**src/rtl/fetch_stage_if.sv**
```systemverilog
// Bundle of the fetch stage's control inputs, instruction-memory bus and
// IF/ID pipeline register outputs.
interface fetch_stage_if #(
    parameter int CNT_W = 16
);
    logic [31:0]      entryPoint;
    logic             INT;
    logic             stall;
    logic             redirect;
    logic [31:0]      redirect_pc;
    logic [31:0]      imem_addr;
    logic [31:0]      imem_rdata;
    logic [31:0]      ins;
    logic [31:0]      pc_out;
    logic [31:0]      pcp4;
    logic             valid;
    logic [CNT_W-1:0] fetch_cnt;

    modport master (
        input  entryPoint, INT, stall, redirect, redirect_pc, imem_rdata,
        output imem_addr, ins, pc_out, pcp4, valid, fetch_cnt
    );

    modport slave (
        output entryPoint, INT, stall, redirect, redirect_pc, imem_rdata,
        input  imem_addr, ins, pc_out, pcp4, valid, fetch_cnt
    );
endinterface

```
**src/rtl/fetch_stage.sv**
```systemverilog
// Instruction-fetch stage: owns the PC, drives the instruction-memory address
// and holds the IF/ID register. INT (re)starts fetch, redirect re-steers, stall freezes.
module fetch_stage #(
    parameter logic [31:0] RESET_PC = 32'd0,
    parameter int          CNT_W    = 16
) (
    input  logic               clk,
    input  logic               rst,
    fetch_stage_if.master      bus
);
    typedef enum logic [0:0] {
        IDLE = 1'b0,
        RUN  = 1'b1
    } state_t;

    localparam logic [31:0] ALIGN_MASK = 32'hFFFF_FFFC;

    state_t           state_r, state_s;
    logic [31:0]      pc_r, pc_s;
    logic [31:0]      ins_r, ins_s;
    logic [31:0]      pc_out_r, pc_out_s;
    logic [31:0]      pcp4_r, pcp4_s;
    logic             valid_r, valid_s;
    logic [CNT_W-1:0] cnt_r, cnt_s;

    // Next-state and next-register computation; priority INT > redirect > stall > advance.
    always_comb begin
        state_s  = state_r;
        pc_s     = pc_r;
        ins_s    = ins_r;
        pc_out_s = pc_out_r;
        pcp4_s   = pcp4_r;
        valid_s  = valid_r;
        cnt_s    = cnt_r;
        if (bus.INT) begin
            pc_s    = bus.entryPoint & ALIGN_MASK;
            ins_s   = 32'd0;
            valid_s = 1'b0;
            state_s = RUN;
        end else begin
            case (state_r)
                IDLE: begin
                    state_s = IDLE;
                end
                RUN: begin
                    if (bus.redirect) begin
                        // Wrong-path word at the old PC is dropped as a bubble.
                        pc_s    = bus.redirect_pc & ALIGN_MASK;
                        ins_s   = 32'd0;
                        valid_s = 1'b0;
                    end else if (bus.stall) begin
                        pc_s    = pc_r;
                        valid_s = valid_r;
                    end else begin
                        ins_s    = bus.imem_rdata;
                        pc_out_s = pc_r;
                        pcp4_s   = pc_r + 32'd4;
                        valid_s  = 1'b1;
                        pc_s     = pc_r + 32'd4;
                        cnt_s    = cnt_r + {{(CNT_W-1){1'b0}}, 1'b1};
                    end
                end
                default: begin
                    state_s = IDLE;
                end
            endcase
        end
    end

    // State, PC and IF/ID registers with asynchronous reset.
    always_ff @(posedge clk or posedge rst) begin
        if (rst) begin
            state_r  <= IDLE;
            pc_r     <= RESET_PC;
            ins_r    <= 32'd0;
            pc_out_r <= 32'd0;
            pcp4_r   <= 32'd0;
            valid_r  <= 1'b0;
            cnt_r    <= {CNT_W{1'b0}};
        end else begin
            state_r  <= state_s;
            pc_r     <= pc_s;
            ins_r    <= ins_s;
            pc_out_r <= pc_out_s;
            pcp4_r   <= pcp4_s;
            valid_r  <= valid_s;
            cnt_r    <= cnt_s;
        end
    end

    assign bus.imem_addr = pc_r;
    assign bus.ins       = ins_r;
    assign bus.pc_out    = pc_out_r;
    assign bus.pcp4      = pcp4_r;
    assign bus.valid     = valid_r;
    assign bus.fetch_cnt = cnt_r;
endmodule

```
**src/flat_wrapper.sv**
```systemverilog
// flat-port wrapper written by rule: the top's interface ports become plain ports
module fetch_stage_flat 
#(
    parameter logic [31:0] RESET_PC = 32'd0,
    parameter int          CNT_W    = 16
)
  (clk, rst, bus_entryPoint, bus_INT, bus_stall, bus_redirect, bus_redirect_pc, bus_imem_rdata, bus_imem_addr, bus_ins, bus_pc_out, bus_pcp4, bus_valid, bus_fetch_cnt);
  fetch_stage_if #(.CNT_W(CNT_W)) bus_i ();
  input  logic clk;
  input  logic rst;
  input wire logic [$bits(bus_i.entryPoint)-1:0] bus_entryPoint;
  input wire logic [$bits(bus_i.INT)-1:0] bus_INT;
  input wire logic [$bits(bus_i.stall)-1:0] bus_stall;
  input wire logic [$bits(bus_i.redirect)-1:0] bus_redirect;
  input wire logic [$bits(bus_i.redirect_pc)-1:0] bus_redirect_pc;
  input wire logic [$bits(bus_i.imem_rdata)-1:0] bus_imem_rdata;
  output wire logic [$bits(bus_i.imem_addr)-1:0] bus_imem_addr;
  output wire logic [$bits(bus_i.ins)-1:0] bus_ins;
  output wire logic [$bits(bus_i.pc_out)-1:0] bus_pc_out;
  output wire logic [$bits(bus_i.pcp4)-1:0] bus_pcp4;
  output wire logic [$bits(bus_i.valid)-1:0] bus_valid;
  output wire logic [$bits(bus_i.fetch_cnt)-1:0] bus_fetch_cnt;
  assign bus_i.entryPoint = bus_entryPoint;
  assign bus_i.INT = bus_INT;
  assign bus_i.stall = bus_stall;
  assign bus_i.redirect = bus_redirect;
  assign bus_i.redirect_pc = bus_redirect_pc;
  assign bus_i.imem_rdata = bus_imem_rdata;
  assign bus_imem_addr = bus_i.imem_addr;
  assign bus_ins = bus_i.ins;
  assign bus_pc_out = bus_i.pc_out;
  assign bus_pcp4 = bus_i.pcp4;
  assign bus_valid = bus_i.valid;
  assign bus_fetch_cnt = bus_i.fetch_cnt;
  fetch_stage #(.RESET_PC(RESET_PC), .CNT_W(CNT_W)) u_core (.clk(clk), .rst(rst), .bus(bus_i));
endmodule
```
**config.mk**
```make
export PLATFORM = sky130hd
export DESIGN_NAME = fetch_stage_flat
export DESIGN_NICKNAME = d
export VERILOG_FILES = /design/src/rtl/fetch_stage_if.sv /design/src/rtl/fetch_stage.sv /design/src/flat_wrapper.sv
export SDC_FILE = /design/constraint.sdc
export NUM_CORES = 1
export LEC_CHECK = 0
export CAP_MARGIN = 20
export CELL_PAD_IN_SITES_DETAIL_PLACEMENT = 0
export CELL_PAD_IN_SITES_GLOBAL_PLACEMENT = 2
export CORE_MARGIN = 2
export CORE_UTILIZATION = 26
export DETAILED_ROUTE_END_ITERATION = 8
export GPL_ROUTABILITY_DRIVEN = 0
export PLACE_DENSITY_LB_ADDON = 0.25
export SLEW_MARGIN = 10
export SYNTH_ARGS = -nofsm -noshare
export SYNTH_HDL_FRONTEND = slang
export SYNTH_SLANG_ARGS = --single-unit
```
**constraint.sdc**
```tcl
create_clock -name clk -period 5.2 [get_ports clk]
set_clock_uncertainty 0.1 [all_clocks]
set_input_delay 1.04 -clock clk [delete_from_list [all_inputs] [get_ports clk]]
set_output_delay 1.04 -clock clk [all_outputs]
set_load 0.01 [all_outputs]
```
==> results of run 1 <==
## critical path, cell delays in order
cell             delay (ps)
clkdlybuf4s50_1         600
buf_4                   280
clkinv_1                510
nand2_1                 600
nor2_1                   90
a222oi_1                330
o2bb2ai_1               110
## path summary, 6_finish.rpt
kind | from | to | slack [ps]
worst max-delay path | bus_redirect | u_core.bus.imem_addr[25]$_DFFE_PP0P_ | 1800
max in group asynchronous | rst | u_core.bus.imem_addr[23]$_DFFE_PP0P_ | 3100
min in group asynchronous | rst | u_core.bus.ins[2]$_DFFE_PP0P_ | 1040
worst max register to register | u_core.bus.imem_addr[5]$_DFFE_PP0P_ | u_core.bus.imem_addr[31]$_DFFE_PP0P_ | 2490
worst min-delay path | u_core.bus.fetch_cnt[15]$_DFFE_PP0P_ | u_core.bus.fetch_cnt[15]$_DFFE_PP0P_ | 360
worst min register to register | u_core.bus.fetch_cnt[15]$_DFFE_PP0P_ | u_core.bus.fetch_cnt[15]$_DFFE_PP0P_ | 360
## flip-flops by register name, summed over array words and instances, names as in the netlist
signal and flops:
u_core.bus.fetch_cnt 16, u_core.bus.pc_out 30, u_core.bus.pcp4 30, u_core.bus.ins 32, u_core.bus.imem_addr 30, u_core.bus.valid 1, u_core.state_r 1
## cell type report
type                    instances  area (um^2)
fillers                      2455        14700
flip-flops and latches        140         3500
clock inverters                12         88.8
repair buffers                248         2440
multi-input cells             468         2710
clock buffers                  19          453
diodes                          1         2.50
inverters                       9         38.8
well taps                     324          405
## layout by cell type, fill, tap and decap left out, drive strengths merged, types with 13 or more instances in the layout
master and count:
buf 14, clkdlybuf4s50 234, nand3 21, xor2 13, dfrtp 140, a22o 32, nand2 150, nand4 14
xnor2 26, nor2 35, clkbuf 19, o21ai 46, a21oi 25
## stage by stage
step | setup WS [ps] | power [uW] | hold slack, ps
finish | 1800 | 3250 | 364
global placement | 1370 | 2140 | 360
floorplan | 307 | 1670 | 408
global route | 1600 | 3440 | 395
CTS | 1790 | 3310 | 374
detailed placement | 1340 | 2150 | 361
## cells by family after synthesis
kind of cell             synth area share, %
AND/OR/NAND/NOR                         18.7
XOR/XNOR                                5.32
multiplexers                           0.312
buffers and inverters                   3.97
AO/OA/AOI/OAI                           16.8
other                                 0.0584
adder cells (fa/ha/maj)                0.389
flip-flops                              54.5
## power by group
part | internal (uW) | switching (uW) | leakage (uW)
sequential | 1230 | 140 | 0.00179
combinational | 415 | 325 | 0.00205
clock | 635 | 506 | 0.000258
total | 2280 | 970 | 0.00409
## synth_stat cells, drive strengths merged (4+ instances only)
| master | n |
|---|---|
| nand4 | 14 |
| a21oi | 25 |
| and3 | 8 |
| clkbuf | 38 |
| or4 | 4 |
| nor2 | 35 |
| o211ai | 4 |
| nand2 | 150 |
| dfrtp | 140 |
| a22oi | 7 |
| o2bb2ai | 4 |
| a211oi | 4 |
| inv | 8 |
| a311o | 5 |
| a22o | 32 |
| nor3 | 9 |
| xor2 | 13 |
| nor4 | 4 |
| nand3 | 21 |
| and2 | 5 |
| o21ai | 46 |
| xnor2 | 26 |
| buf | 14 |
## per-layer routing
metal  vias to the layer above  share of wire, %  wire, um
met3                        17               5.0      1130
met5                         -                 0         0
li1                       2770                 -         -
met2                       171                47     10600
met1                      2787                46     10400
met4                         0               1.3       303
==> results.sh, run 1 <==
export IMPL_outcome="finished, final reports clean"
export IMPL_syn_cell_area_um2=6430
export IMPL_ctsResizeCount=0
export IMPL_rsz0062_at_grt="false"
export IMPL_numCtsBuffers=17
export IMPL_critPathLaunchType="primary input"
export IMPL_dieArea_um2=26000
export IMPL_tns_ps=0
export IMPL_cts_hold_buf=0
export IMPL_antenna_found_initial=0
export IMPL_drive_gt1_share_pct=5.80
export IMPL_synth_distinct_cells=56
export IMPL_routed_via_count=5745
export IMPL_grt_max_degree=77
export IMPL_tritoncts="yes"
export IMPL_postRouteAntennaNets=0
export IMPL_cts_sinks=140
export IMPL_core_area_um2=24300
export IMPL_clock_latency_ps=420
export IMPL_portBuffers=235
export IMPL_ios=246
export IMPL_ir_drop_v=0.000166
export IMPL_start_util_pct=26.4
export IMPL_grt_pass1_wl_um=34700
export IMPL_met2_usage_pct=27.7
export IMPL_power_leakage_uw=0.00409
export IMPL_syn_to_final_growth_pct=50.1
export IMPL_hold_depth=1
export IMPL_drtIter0Drc=266
export IMPL_yosysWarnings=0
export IMPL_first_pass_iters=5
export IMPL_cts_root_buf="clkbuf_16"
export IMPL_grt_usage_pct=17.4
export IMPL_synth_top_cell_area_share_pct=54.5
export IMPL_grt_overflow_total=0
export IMPL_drt_wl_total_um=22500
export IMPL_path_class="in2reg"
export IMPL_post_route_cell_area_um2=9640
export IMPL_synthCells=664
export IMPL_post_dp_cell_area_um2=9090
export IMPL_met1_usage_pct=23.9
export IMPL_synthTopCellsByArea="dfrtp_1 (55%), nand2_1 (8.8%), a22o_1 (4.4%)"
export IMPL_final_util_pct=39.7
export IMPL_endpoint_kind="flop"
export IMPL_synth_edf_count=0
export IMPL_slew_viol_final=0
export IMPL_clock_path_buffers=2
export IMPL_die_y_um=161
export IMPL_finalNonFillerCells=1221
export IMPL_ys_seq_area_share_pct=54.5
export IMPL_crit_arrival_ps=3570
export IMPL_dp_hpwl_um=15800
export IMPL_drt_wirelength_per_cell_um=18.4
export IMPL_fmax_ghz=0.294
export IMPL_final_nets=987
export IMPL_cts_setup_buffers=0
export IMPL_clk_pin_slew_ps=60
export IMPL_dp_cells=1188
export IMPL_yosysTopAreaCell="dfrtp_1"
export IMPL_rows=57
export IMPL_worstRegToRegCells=5
export IMPL_hold_violations=0
export IMPL_maxCapViolations=0
export IMPL_vias_per_cell=4.71
export IMPL_use_met3_pct=3.62
export IMPL_finalCriticalPeriod_ps=3400
export IMPL_ys_flop_type="dfrtp_1"
export IMPL_busiest_layer="met2"
export IMPL_syn_area_per_cell_um2=9.68
export IMPL_async_flop_share_pct=100
export IMPL_die_width_um=161
export IMPL_tightest_slew_ps=964
export IMPL_relSlewSlack_pct=35.6
export IMPL_hp_class="reg2reg"
export IMPL_ys_ff_latch=140
export IMPL_period_share_pct=65.4
export IMPL_power_density_nw_per_um2=337
export IMPL_route_detailed_drc=0
export IMPL_path_max_fanout=19
export IMPL_h_tree_depth=4
export IMPL_cp_required_ps=5370
export IMPL_grt_pass1_vias=5723
export IMPL_setup_viol=0
No activity file was read; power rests on OpenSTA's default activity.
==> run 2, diff against run 1 <==
- CORE_UTILIZATION: 26 -> 23
- clock period: 5.2 -> 2.8 ns (I/O delays scaled with it)
==> run 2 against run 1 <==
Final cell count grew 7.5%. Clock power grew 100%. Combinational power grew 100%. Sequential share of layout area shrank 1.5 points. Core utilization shrank 3.3 points. Via count grew 1.4%. First-iteration DRC count grew 12%. Sequential power grew 82%. Largest cell class unchanged. Sequential cell count is the same.
==> results.sh, run 2 (same netlist as run 1, synthesis figures left out) <==
export IMPL_ctsResizeCount=0
export IMPL_worstHoldStart="u_core.bus.pc_out[24]$_DFFE_PP0P_"
export IMPL_syn_to_final_growth_pct=56.3
export IMPL_cts_root_buf="clkbuf_16"
export IMPL_maxCapViolations=0
export IMPL_cp_slowest_cell="or4_4"
export IMPL_finalNonFillerCells=1312
export IMPL_period_share_pct=86.3
export IMPL_antenna_found_initial=3
export IMPL_cts_setup_buffers=0
export IMPL_path_max_fanout=6
export IMPL_hold_depth=2
export IMPL_cp_required_ps=3050
export IMPL_die_width_um=171
export IMPL_final_nets=1023
export IMPL_numCtsBuffers=17
export IMPL_worstRegToRegCells=5
export IMPL_layout_common_cells="clkdlybuf4s50_1 (234), nand2_1 (150), dfrtp_1 (140), buf_4 (47), o21ai_0 (46)"
export IMPL_cts_hold_buf=0
export IMPL_layout_commonest_cell="clkdlybuf4s50_1"
export IMPL_reg2reg_from="u_core.bus.imem_addr[3]$_DFFE_PP0P_"
export IMPL_pre_cts_slack_ps=48.8
export IMPL_rows=61
export IMPL_path_class="reg2reg"
export IMPL_postRouteAntennaNets=0
export IMPL_hp_class="reg2reg"
export IMPL_drtIter0Drc=299
export IMPL_portBuffers=235
export IMPL_core_area_um2=27600
export IMPL_tns_ps=0
export IMPL_whs_ps=373
export IMPL_relSlewSlack_pct=53.1
export IMPL_clock_path_buffers=2
export IMPL_clk_pin_slew_ps=70
export IMPL_slew_viol_final=0
export IMPL_dieArea_um2=29300
export IMPL_power_leakage_uw=0.00430
export IMPL_endpoint_kind="flop"
export IMPL_grt_max_degree=109
export IMPL_cts_sinks=140
export IMPL_outcome="finished, final reports clean"
export IMPL_post_route_cell_area_um2=10000
export IMPL_tritoncts="yes"
export IMPL_setup_viol=0
export IMPL_hold_violations=0
export IMPL_critPathLaunchType="flop"
export IMPL_crit_arrival_ps=2660
export IMPL_route_detailed_drc=0
export IMPL_setup_ws_ps=383
export IMPL_h_tree_depth=4
export IMPL_die_y_um=171
export IMPL_grt_pass1_wl_um=35700
export IMPL_power_density_nw_per_um2=628
export IMPL_drt_wl_total_um=23700
export IMPL_ios=246
export IMPL_crit_chain="nand4_1, or4_1, or4_4, o31a_1, o22ai_1"
export IMPL_grt_pass1_vias=5878
export IMPL_crit_path_max_incr_delay_ps=600
export IMPL_rsz0062_at_grt="false"
export IMPL_drive_gt1_share_pct=9.32
export IMPL_clock_latency_ps=430
export IMPL_ir_drop_v=0.000361
export IMPL_grt_usage_pct=16.3
export IMPL_routed_via_count=5823
export IMPL_finalCriticalPeriod_ps=2420
export IMPL_r2r_end="u_core.bus.imem_addr[31]$_DFFE_PP0P_"
export IMPL_r2r_slack_ps=380
export IMPL_drt_wirelength_per_cell_um=18.1
export IMPL_fmax_ghz=0.414
export IMPL_vias_per_cell=4.44
export IMPL_first_pass_iters=4
export IMPL_dp_hpwl_um=17100
export IMPL_tightest_slew_ps=698
export IMPL_grt_overflow_total=0
export IMPL_start_util_pct=23.3
export IMPL_hold_path_endpoint="u_core.bus.pc_out[24]$_DFFE_PP0P_"
export IMPL_largest_register_ffs=32
export IMPL_post_dp_cell_area_um2=9460
export IMPL_dp_cells=1279
-- run 2: cell count changes in the layout (fill, tap and decap cells not counted), sizes merged --
| cell | before | now |
|---|---|---|
| inv | 11 | 10 |
| bufinv | 0 | 2 |
| buf | 14 | 50 |
| clkinv | 6 | 5 |
| clkbuf | 19 | 20 |
-- run 2: cell type report --
cell class              count  area, um^2
diodes                      1        2.50
clock buffers              20         447
clock inverters            12         136
fillers                  2899       17600
inverters                   9        37.5
multi-input cells         468        2710
flip-flops and latches    140        3500
well taps                 378         473
repair buffers            284        2740
-- run 2: how the worst max path moves through the flow --
stage / start / cells after the start / end
after floorplan: u_core.bus.imem_addr[4]$_DFFE_PP0P_ / 7 / u_core.bus.imem_addr[31]$_DFFE_PP0P_
after global routing: u_core.bus.imem_addr[3]$_DFFE_PP0P_ / 7 / u_core.bus.imem_addr[22]$_DFFE_PP0P_
after CTS: u_core.bus.imem_addr[3]$_DFFE_PP0P_ / 5 / u_core.bus.imem_addr[31]$_DFFE_PP0P_
final: u_core.bus.imem_addr[3]$_DFFE_PP0P_ / 5 / u_core.bus.imem_addr[31]$_DFFE_PP0P_
after detailed placement: bus_redirect / 6 / u_core.bus.fetch_cnt[10]$_DFFE_PP0P_
after global placement: bus_redirect / 6 / u_core.bus.fetch_cnt[10]$_DFFE_PP0P_
-- run 2: critical path, delay by kind of cell (launching register included) --
family	cells	cell delay [ps]
AOI/OAI and AO/OA	2	390
and+or+nand+nor	3	1370
DFF	1	480
-- run 2: metrics by stage --
stage               total power [uW]  util [%]
floorplan                       3100         -
global placement                4060      34.2
detailed placement              4060      34.2
CTS                             6410      36.4
global route                    6660      36.4
finish                          6310      36.4
-- run 2: where the power goes --
| group | total (uW) | switching, uW | leakage, uW | internal [uW] |
|---|---|---|---|---|
| Clock | 2320 | 974 | 0.000277 | 1350 |
| Sequential | 2500 | 213 | 0.00179 | 2290 |
| Combinational | 1490 | 671 | 0.00223 | 819 |
| Total | 6310 | 1860 | 0.00430 | 4460 |
-- run 2: routing by layer --
layer	routed length [um]	track usage, %
met1	10800	21.6
met2	11500	26.8
met3	1160	4.02
met4	226	4.05
met5	20	0
==> run 3, diff against run 2 <==
- GPL_ROUTABILITY_DRIVEN: 0 -> 1
- SKIP_LAST_GASP: not set -> 1
==> results of run 3 <==
No change in the layout: final DEF, timing and power equal those of run 2.
